==> src/rtl/add_pkg.sv <==
// Shared types and helpers for the carry-lookahead adder slice.
// Group generate/propagate helper plus the registered flag bundle.
package add_pkg;

   localparam int unsigned GROUP_W = 4;

   typedef struct packed {
      logic g;
      logic p;
   } grp_gp_t;

   typedef struct packed {
      logic cout;
      logic ovf;
      logic zero;
   } flags_t;

   localparam flags_t FLAGS_RST = '{cout: 1'b0, ovf: 1'b0, zero: 1'b1};

   // Lookahead-form group generate/propagate from per-bit g/p.
   function automatic grp_gp_t group_gp(input logic [3:0] g, input logic [3:0] p);
      grp_gp_t r;
      r.g = g[3] | (p[3] & g[2]) | (p[3] & p[2] & g[1]) | (p[3] & p[2] & p[1] & g[0]);
      r.p = &p;
      return r;
   endfunction

endpackage

==> src/rtl/cla4_group.sv <==
// 4-bit carry-lookahead group: sum, carry-out, group G/P and the carry
// into the top bit (needed by the parent for signed overflow).
module cla4_group
   import add_pkg::*;
(
   input  logic [3:0] a,
   input  logic [3:0] b,
   input  logic       cin,
   output logic [3:0] s,
   output logic       cout,
   output logic       G,
   output logic       P,
   output logic       c3
);

   logic [3:0] g;
   logic [3:0] p;
   logic [3:0] c;
   grp_gp_t    gp;

   always_comb begin
      g    = a & b;
      p    = a ^ b;
      c[0] = cin;
      c[1] = g[0] | (p[0] & cin);
      c[2] = g[1] | (p[1] & g[0]) | (p[1] & p[0] & cin);
      c[3] = g[2] | (p[2] & g[1]) | (p[2] & p[1] & g[0]) | (p[2] & p[1] & p[0] & cin);
      gp   = group_gp(g, p);
      G    = gp.g;
      P    = gp.p;
      cout = gp.g | (gp.p & cin);
      s    = p ^ c;
      c3   = c[3];
   end

endmodule

==> src/rtl/add8_cla.sv <==
// Ripple-of-groups carry-lookahead adder slice with a combinational sum
// path and a one-cycle registered copy carrying valid, overflow and zero flags.
module add8_cla
   import add_pkg::*;
#(
   parameter int unsigned WIDTH = 8,
   parameter int unsigned GROUP = GROUP_W
) (
   input  logic             clk,
   input  logic             rst,
   input  logic [WIDTH-1:0] a,
   input  logic [WIDTH-1:0] b,
   input  logic             cin,
   input  logic             in_valid,
   output logic [WIDTH-1:0] s,
   output logic             cout,
   output logic [WIDTH-1:0] s_q,
   output logic             cout_q,
   output logic             ovf_q,
   output logic             zero_q,
   output logic             out_valid
);

   localparam int unsigned NGRP = WIDTH / GROUP;

   logic [NGRP:0]   gc;
   logic [NGRP-1:0] grp_cout;
   logic [NGRP-1:0] grp_g;
   logic [NGRP-1:0] grp_p;
   logic [NGRP-1:0] grp_c3;
   logic            ovf;

   assign gc[0] = cin;

   for (genvar k = 0; k < NGRP; k++) begin : g_grp
      cla4_group u_grp (
         .a    (a[k*4 +: 4]),
         .b    (b[k*4 +: 4]),
         .cin  (gc[k]),
         .s    (s[k*4 +: 4]),
         .cout (grp_cout[k]),
         .G    (grp_g[k]),
         .P    (grp_p[k]),
         .c3   (grp_c3[k])
      );
      if (k < NGRP - 1) begin : g_rip
         assign gc[k+1] = grp_cout[k];
      end
   end

   // Slice carry-out via block-level lookahead over all group G/P terms.
   always_comb begin
      logic blk_g;
      logic blk_p;
      blk_g = 1'b0;
      blk_p = 1'b1;
      for (int k = 0; k < int'(NGRP); k++) begin
         blk_g = grp_g[k] | (grp_p[k] & blk_g);
         blk_p = blk_p & grp_p[k];
      end
      gc[NGRP] = blk_g | (blk_p & cin);
   end

   assign cout = gc[NGRP];
   assign ovf  = grp_cout[NGRP-1] ^ grp_c3[NGRP-1];

   logic [WIDTH-1:0] sum_d, sum_q;
   flags_t           flags_d, flags_q;
   logic             valid_d, valid_q;

   always_comb begin
      sum_d   = sum_q;
      flags_d = flags_q;
      valid_d = 1'b0;
      if (in_valid) begin
         sum_d   = s;
         flags_d = '{cout: cout, ovf: ovf, zero: (s == '0)};
         valid_d = 1'b1;
      end
   end

   always_ff @(posedge clk or posedge rst) begin
      if (rst) begin
         sum_q   <= '0;
         flags_q <= FLAGS_RST;
         valid_q <= 1'b0;
      end else begin
         sum_q   <= sum_d;
         flags_q <= flags_d;
         valid_q <= valid_d;
      end
   end

   assign s_q       = sum_q;
   assign cout_q    = flags_q.cout;
   assign ovf_q     = flags_q.ovf;
   assign zero_q    = flags_q.zero;
   assign out_valid = valid_q;

endmodule

==> config.mk <==
export PLATFORM = sky130hd
export DESIGN_NAME = add8_cla
export DESIGN_NICKNAME = d
export VERILOG_FILES = /design/src/rtl/add_pkg.sv /design/src/rtl/cla4_group.sv /design/src/rtl/add8_cla.sv
export SDC_FILE = /design/constraint.sdc
export NUM_CORES = 1
export LEC_CHECK = 0
export ABC_AREA = 1
export CORE_UTILIZATION = 40
export CTS_CLUSTER_SIZE = 20
export DETAILED_ROUTE_END_ITERATION = 16
export PLACE_DENSITY = 0.77
export SYNTH_ARGS = -nofsm -noshare
export SYNTH_HDL_FRONTEND = slang
export SYNTH_SLANG_ARGS = --single-unit
==> constraint.sdc <==
create_clock -name clk -period 3.65 [get_ports clk]
set_input_delay 0.9125 -clock clk [delete_from_list [all_inputs] [get_ports clk]]
set_output_delay 0.9125 -clock clk [all_outputs]
set_load 0.05 [all_outputs]
==> run metrics <==
largest net degree at the start of global routing 17; Crit Path Class input port to output pin; asr flop ratio synth 100.0%; most common cell in the synthesized netlist nand2_1; Final nets about 210; maximum VDD drop between 0.2 and 0.25 mV; vias 974; status finished clean; GPL Wtd Cong ~0.77; synthesized netlist cell count 125; R2R cell count 2; synth top area cells dfrtp_1, nand2_1, ha_1; clock sink count 12; Critical Path RT approximately 2700 ps; Synth top area share 29.89%; Placed Instances approximately 200; Global Route Usage Sum a little under a fifth; TritonRoute pass-1 iters 4; RSZ-0062 raised after global routing false; DIE HEIGHT 49.98 um; worst hold path type flop to flop; Clock transition at path regs 70 ps; Pleak a little over 0.8 nW; synthesized flop and latch total 12; fin util roughly 72%; CTS tree done; Core Region ~2200 sq um; vias per cell between 4 and 5; Routed wire per std cell 11.06 um; Setup crit start b[3]; Reg-to-Reg Start zero_q$_DFFE_PP1P_; Initial Util between 40% and 50%; Comb power frac between 60% and 70%; final routed DRC violation total 0; Final Hold Vio Count 0; Worst-Margin Slew approximately 500 ps; area leader, netlist dfrtp_1; Clock Latency Late Sink between 200 and 300 ps; first-pass GRT wire length approximately 3600 um; Setup Viol. Count Final 0; CP arrival roughly 2700 ps; pins over their slew limit 0; num rows 17; WP depth 8; Post-DP HPWL approximately 1800 um; total gr overflow 0; setup ws final a little over 80 ps; Relative slew margins between 60% and 70%; die footprint 2498 sq um; commonest cells in the netlist nand2_1, inv_1, dfrtp_1; post-route setup TNS 0 ps; num ports 41; drt initial violations 20; share of layout cells above drive strength 1 22.41%; Net Switching around 0.3 mW; Slowest cell on crit path clkdlybuf4s50_1; synthesized area just over 900 sq um; Post-synth EDFFs 0; Startpoint Class input port; Setup crit end kind output pin; power per cell area between 400 and 500 nW/um^2; Pint ~0.37 mW; Reg power frac around a quarter; worst path bufs/invs 3; worst-path maximum fanout 3; H-tree depth 1; Post-Route WL ~2200 um; Min Clock Period, post-route between 3000 and 4000 ps; Mapped Nets 155; Largest delay share family, worst path buffers and inverters; antenna violations before repair 0; port bufs 40; number of global-route vias before repair 916; Tcrit/Tclk final a little over nine tenths; CTS Buffer Depth 2; Ant. Diodes 0; # Max-Cap Violations 0; clock root buffer clkbuf_4; Die X around 50 um; Hold Path Depth 2; Peak Freq 280.2 MHz; Yosys cell types 25; Mapped Avg Cell Area between 7 and 8 sq um; Ys Warns 0; end of the critical path s[5]; pre-CTS setup slack -95.17 ps; Fin Clk Skew 0 ps; Net Sw Frac around 45%; DRT antenna net count 0; Crit Reg-Reg Endpoint zero_q$_DFFE_PP1P_; ys flop type dfrtp_1; CP max stage delay 500 ps; critical path, cell by cell clkdlybuf4s50_1 -> ha_4 -> a21oi_2 -> nand2_4 -> fa_2 -> xnor2_2 -> inv_1 -> buf_6; Area growth syn-to-layout 70.92%; Post-Layout Cell Count around 200; sequential area share after synthesis roughly 33%; clock share of power 13.0%; total power 0.6677 mW; CTS Buf Count 3; r2r setup slk a little under 3000 ps
worst min path at each step:
stage / slack, ps / startpoint / endpoint
floorplan: 580 / zero_q$_DFFE_PP1P_ / zero_q$_DFFE_PP1P_
global placement: 460 / zero_q$_DFFE_PP1P_ / zero_q$_DFFE_PP1P_
detailed placement: 470 / zero_q$_DFFE_PP1P_ / zero_q$_DFFE_PP1P_
CTS: 480 / zero_q$_DFFE_PP1P_ / zero_q$_DFFE_PP1P_
global route: 500 / zero_q$_DFFE_PP1P_ / zero_q$_DFFE_PP1P_
finish: 480 / zero_q$_DFFE_PP1P_ / zero_q$_DFFE_PP1P_
metrics by stage:
stage / instance area, sq um / hold WS [ps]
after floorplan: 920.9 / 581.3
after global placement: 1475 / 458.9
after detailed placement: 1475 / 468.9
after CTS: 1515 / 480.3
after global routing: 1574 / 500.2
final: 1574 / 475.5
area by class of cell:
| type | count | area, sq um |
|---|---|---|
| clock buffers | 4 | 26.28 |
| repair buffers | 46 | 541.8 |
| well taps | 28 | 35.03 |
| inverters | 23 | 86.33 |
| multi-input cells | 89 | 583.1 |
| flip-flops and latches | 12 | 301.5 |
| fillers | 166 | 616.8 |
what timing repair did:
action,4_1_cts,5_1_grt
setup buffers,0,0
hold endpoints to repair,0,0
setup endpoints to repair,1,2
hold buffers,0,0
resized for setup,3,13
pin swaps,1,9
power groups by stage:
stage                     Clock (mW)  Sequential (mW)  Combinational (mW)
after global placement             0            0.165               0.400
after CTS                     0.0843            0.164               0.411
after global routing          0.0908            0.166               0.441
after floorplan                    0            0.236               0.163
final                         0.0866            0.163               0.418
after detailed placement           0            0.166               0.405
kinds of logic after synthesis:
kind of cell    synth area share [%]
xor+xnor                       2.854
simple gates                   30.98
flops                          32.74
compound gates                 8.425
buf+inv                        9.782
fa+ha+maj                      15.22
placed cells by master (no fill, tap or decap), types with 3 or more instances in the layout:
master           Yosys  routed
ha_1                 8       5
nand2_2              3       4
dlymetal6s2s_1       0       6
nor2_1               9       9
a21oi_1              4       3
buf_12               0       8
dfrtp_1             11      11
inv_2                2       4
clkdlybuf4s50_1      0      25
clkbuf_4             0       3
nand2_1             35      34
inv_1               20      19
nand3_1              9       9
o21ai_0              5       5
buf_4                0       6
ha_4                 0       3
layer usage:
metal  share of wire (%)  track usage [%]  vias to the layer above
li1                    -                -                      493
met1                  41            21.14                      446
met2                  53            33.56                       30
met3                 3.7            2.160                        5
met4                 1.9            7.143                        0
met5                   0                0                        -
worst reg2reg max path: cells and delay by family, from the launching register on:
| family | cells | cell delay [ps] |
|---|---|---|
| and+or+nand+nor | 2 | 130 |
| DFF | 1 | 530 |
registers in the layout, indices dropped and copies added (netlist names):
register / count
zero_q: 1
cout_q: 1
ovf_q: 1
s_q: 8
out_valid: 1
Note: power is estimated with default switching activity, not from simulation.
==> RTL change: new RTL, config.mk and constraints unchanged <==
Make the reset (`rst`) synchronous in one clocked block.
--- a/src/rtl/add8_cla.sv
+++ b/src/rtl/add8_cla.sv
@@ -79,7 +79,7 @@
       end
    end
 
-   always_ff @(posedge clk or posedge rst) begin
+   always_ff @(posedge clk) begin
       if (rst) begin
          sum_q   <= '0;
          flags_q <= FLAGS_RST;
Function: differs if rst is asserted again (counterexample within 4 cycles, from zero or initial values and one cycle with rst high); with rst held inactive, the same outputs for 10 cycles.
==> RTL change against the unedited design <==
Count of clock-buffer cells in the layout unchanged; synthesized cell count up 5.6%; highest routed layer unchanged; critical path type unchanged; synthesized area down 5.6%; first-iteration DRC count up 10%; wire length down 5.0%; cell count up 2.5%; clock skew unchanged; worst setup slack worse by 0.031 ns; power down 8.8%; worst hold slack better by 0.0070 ns; sequential cell count unchanged; sequential power down 9%; design area down 5.4%.
==> RTL change: results (changes against the unedited design) <==
[run_status]
outcome = finished, final reports clean  ; unchanged

[synth]
ys_top_cells_by_area = dfxtp_1 (28%), nand2_1 (12%), ha_1 (12%), inv_1 (10%), nand3_1 (7.5%)  ; was dfrtp_1 (30%), nand2_1 (14%), ha_1 (11%), inv_1 (8.2%), nand3_1 (4.9%)
synth.avg_cell_area_um2 = 6.59  ; was 7.37 um^2
ys_types = 18  ; was 25
async_reset_ff_share_pct = 0  ; was 100%
synth_common_cells = nand2_1 (28), inv_1 (24), nor2_1 (15), nand3_1 (13), dfxtp_1 (12)  ; was nand2_1 (35), inv_1 (20), dfrtp_1 (11), nand3_1 (9), nor2_1 (9)

[route]
wl_per_cell_um = 10.3  ; was 11.1 um
drtIter0Drc = 22  ; was 20
vias = 966  ; was 974

[timing]
worstMarginPinSlew_ns = 0.498  ; was 0.501 ns
fin_setup_tns_ns = 0  ; unchanged

[placed_design]
place.detailed.hpwl_mm = 1.83  ; about the same
pre_cts_ws_ns = -0.130  ; was -0.0952 ns
gp_congestion = 0.883  ; was 0.766
place_inst = 203  ; was 198

[setup_path]
critPathArrivalTime_ns = 2.69  ; was 2.66 ns
timing.critical_path.max_delay_family = adder cells  ; was buffers and inverters
slowest_delay_ns = 0.41  ; was 0.50 ns

[final_layout]
drive_gt1_share_pct = 16.7  ; was 22.4%
fillCellCount = 156  ; was 166
layout.cells.non_filler = 207  ; was 202

[global_route]
grt_pass1_wl_mm = 3.93  ; was 3.55 mm
grt_max_degree = 15  ; was 17
grt_pass1_vias = 940  ; was 916
track_usage_pct = 20.7  ; was 18.3%

[clock_network]
clock_latency_ns = 0.26

[pwr]
leakagePower_uw = 0.000753  ; was 0.000829 uW

-- RTL change: cell count changes in the layout (fill, tap and decap cells not counted), sizes merged, moves of 2 or more --
cell	before	now
clkdlybuf4s50	25	31
dfrtp	11	0
dfxtp	0	12
dlymetal6s2s	6	0
inv	23	28
nand2	40	33
nand3	10	13
nand3b	0	2
nor2	11	15
o211ai	0	2
-- RTL change: layer usage --
metal | share of wire [%] | wire length, um | global-route usage (%)
met5 | 0 | 0 | 0
met4 | 0.57 | 12 | 4.90
met3 | 5.8 | 124 | 3.14
met2 | 50 | 1070 | 38.2
met1 | 43 | 920 | 24.7
-- RTL change: tightest hold or removal path, delay by kind of cell (launching register included) --
family / cells / cell delay [ns]
simple gates: 1 / 0.06
flops: 1 / 0.33
compound gates: 1 / 0.07
-- RTL change: power breakdown --
group	switching, uW	internal, uW
clock	41.6	60.5
sequential	5.63	143
combinational	203	155
-- RTL change: final timing paths --
kind / startpoint / to / slack (ns) / cells past startpoint
worst max-delay path: a[3] / s[5] / 0.05 / 9
worst min-delay path: zero_q / zero_q / 0.48 / 2
worst max register to register: s_q[5] / s_q[5] / 2.99 / 4
worst min register to register: zero_q / zero_q / 0.48 / 2
-- RTL change: cell families (layout without fill, tap and decap cells) --
logic type | count (synthesis) | count (layout) | synth area share [%]
buf+inv | 29 | 77 | 12.5
fa+ha+maj | 10 | 10 | 16.1
simple gates | 64 | 64 | 32.1
flops | 12 | 12 | 27.6
compound gates | 14 | 14 | 8.63
xor+xnor | 3 | 3 | 3.02
-- RTL change: layout make-up --
| cell class | count | share of cell area, % |
|---|---|---|
| multi-input cells | 91 | 36.6 |
| clock buffers | 4 | 2.44 |
| flip-flops and latches | 12 | 16.1 |
| well taps | 27 | 2.27 |
| repair buffers | 45 | 35.5 |
| inverters | 28 | 7.06 |
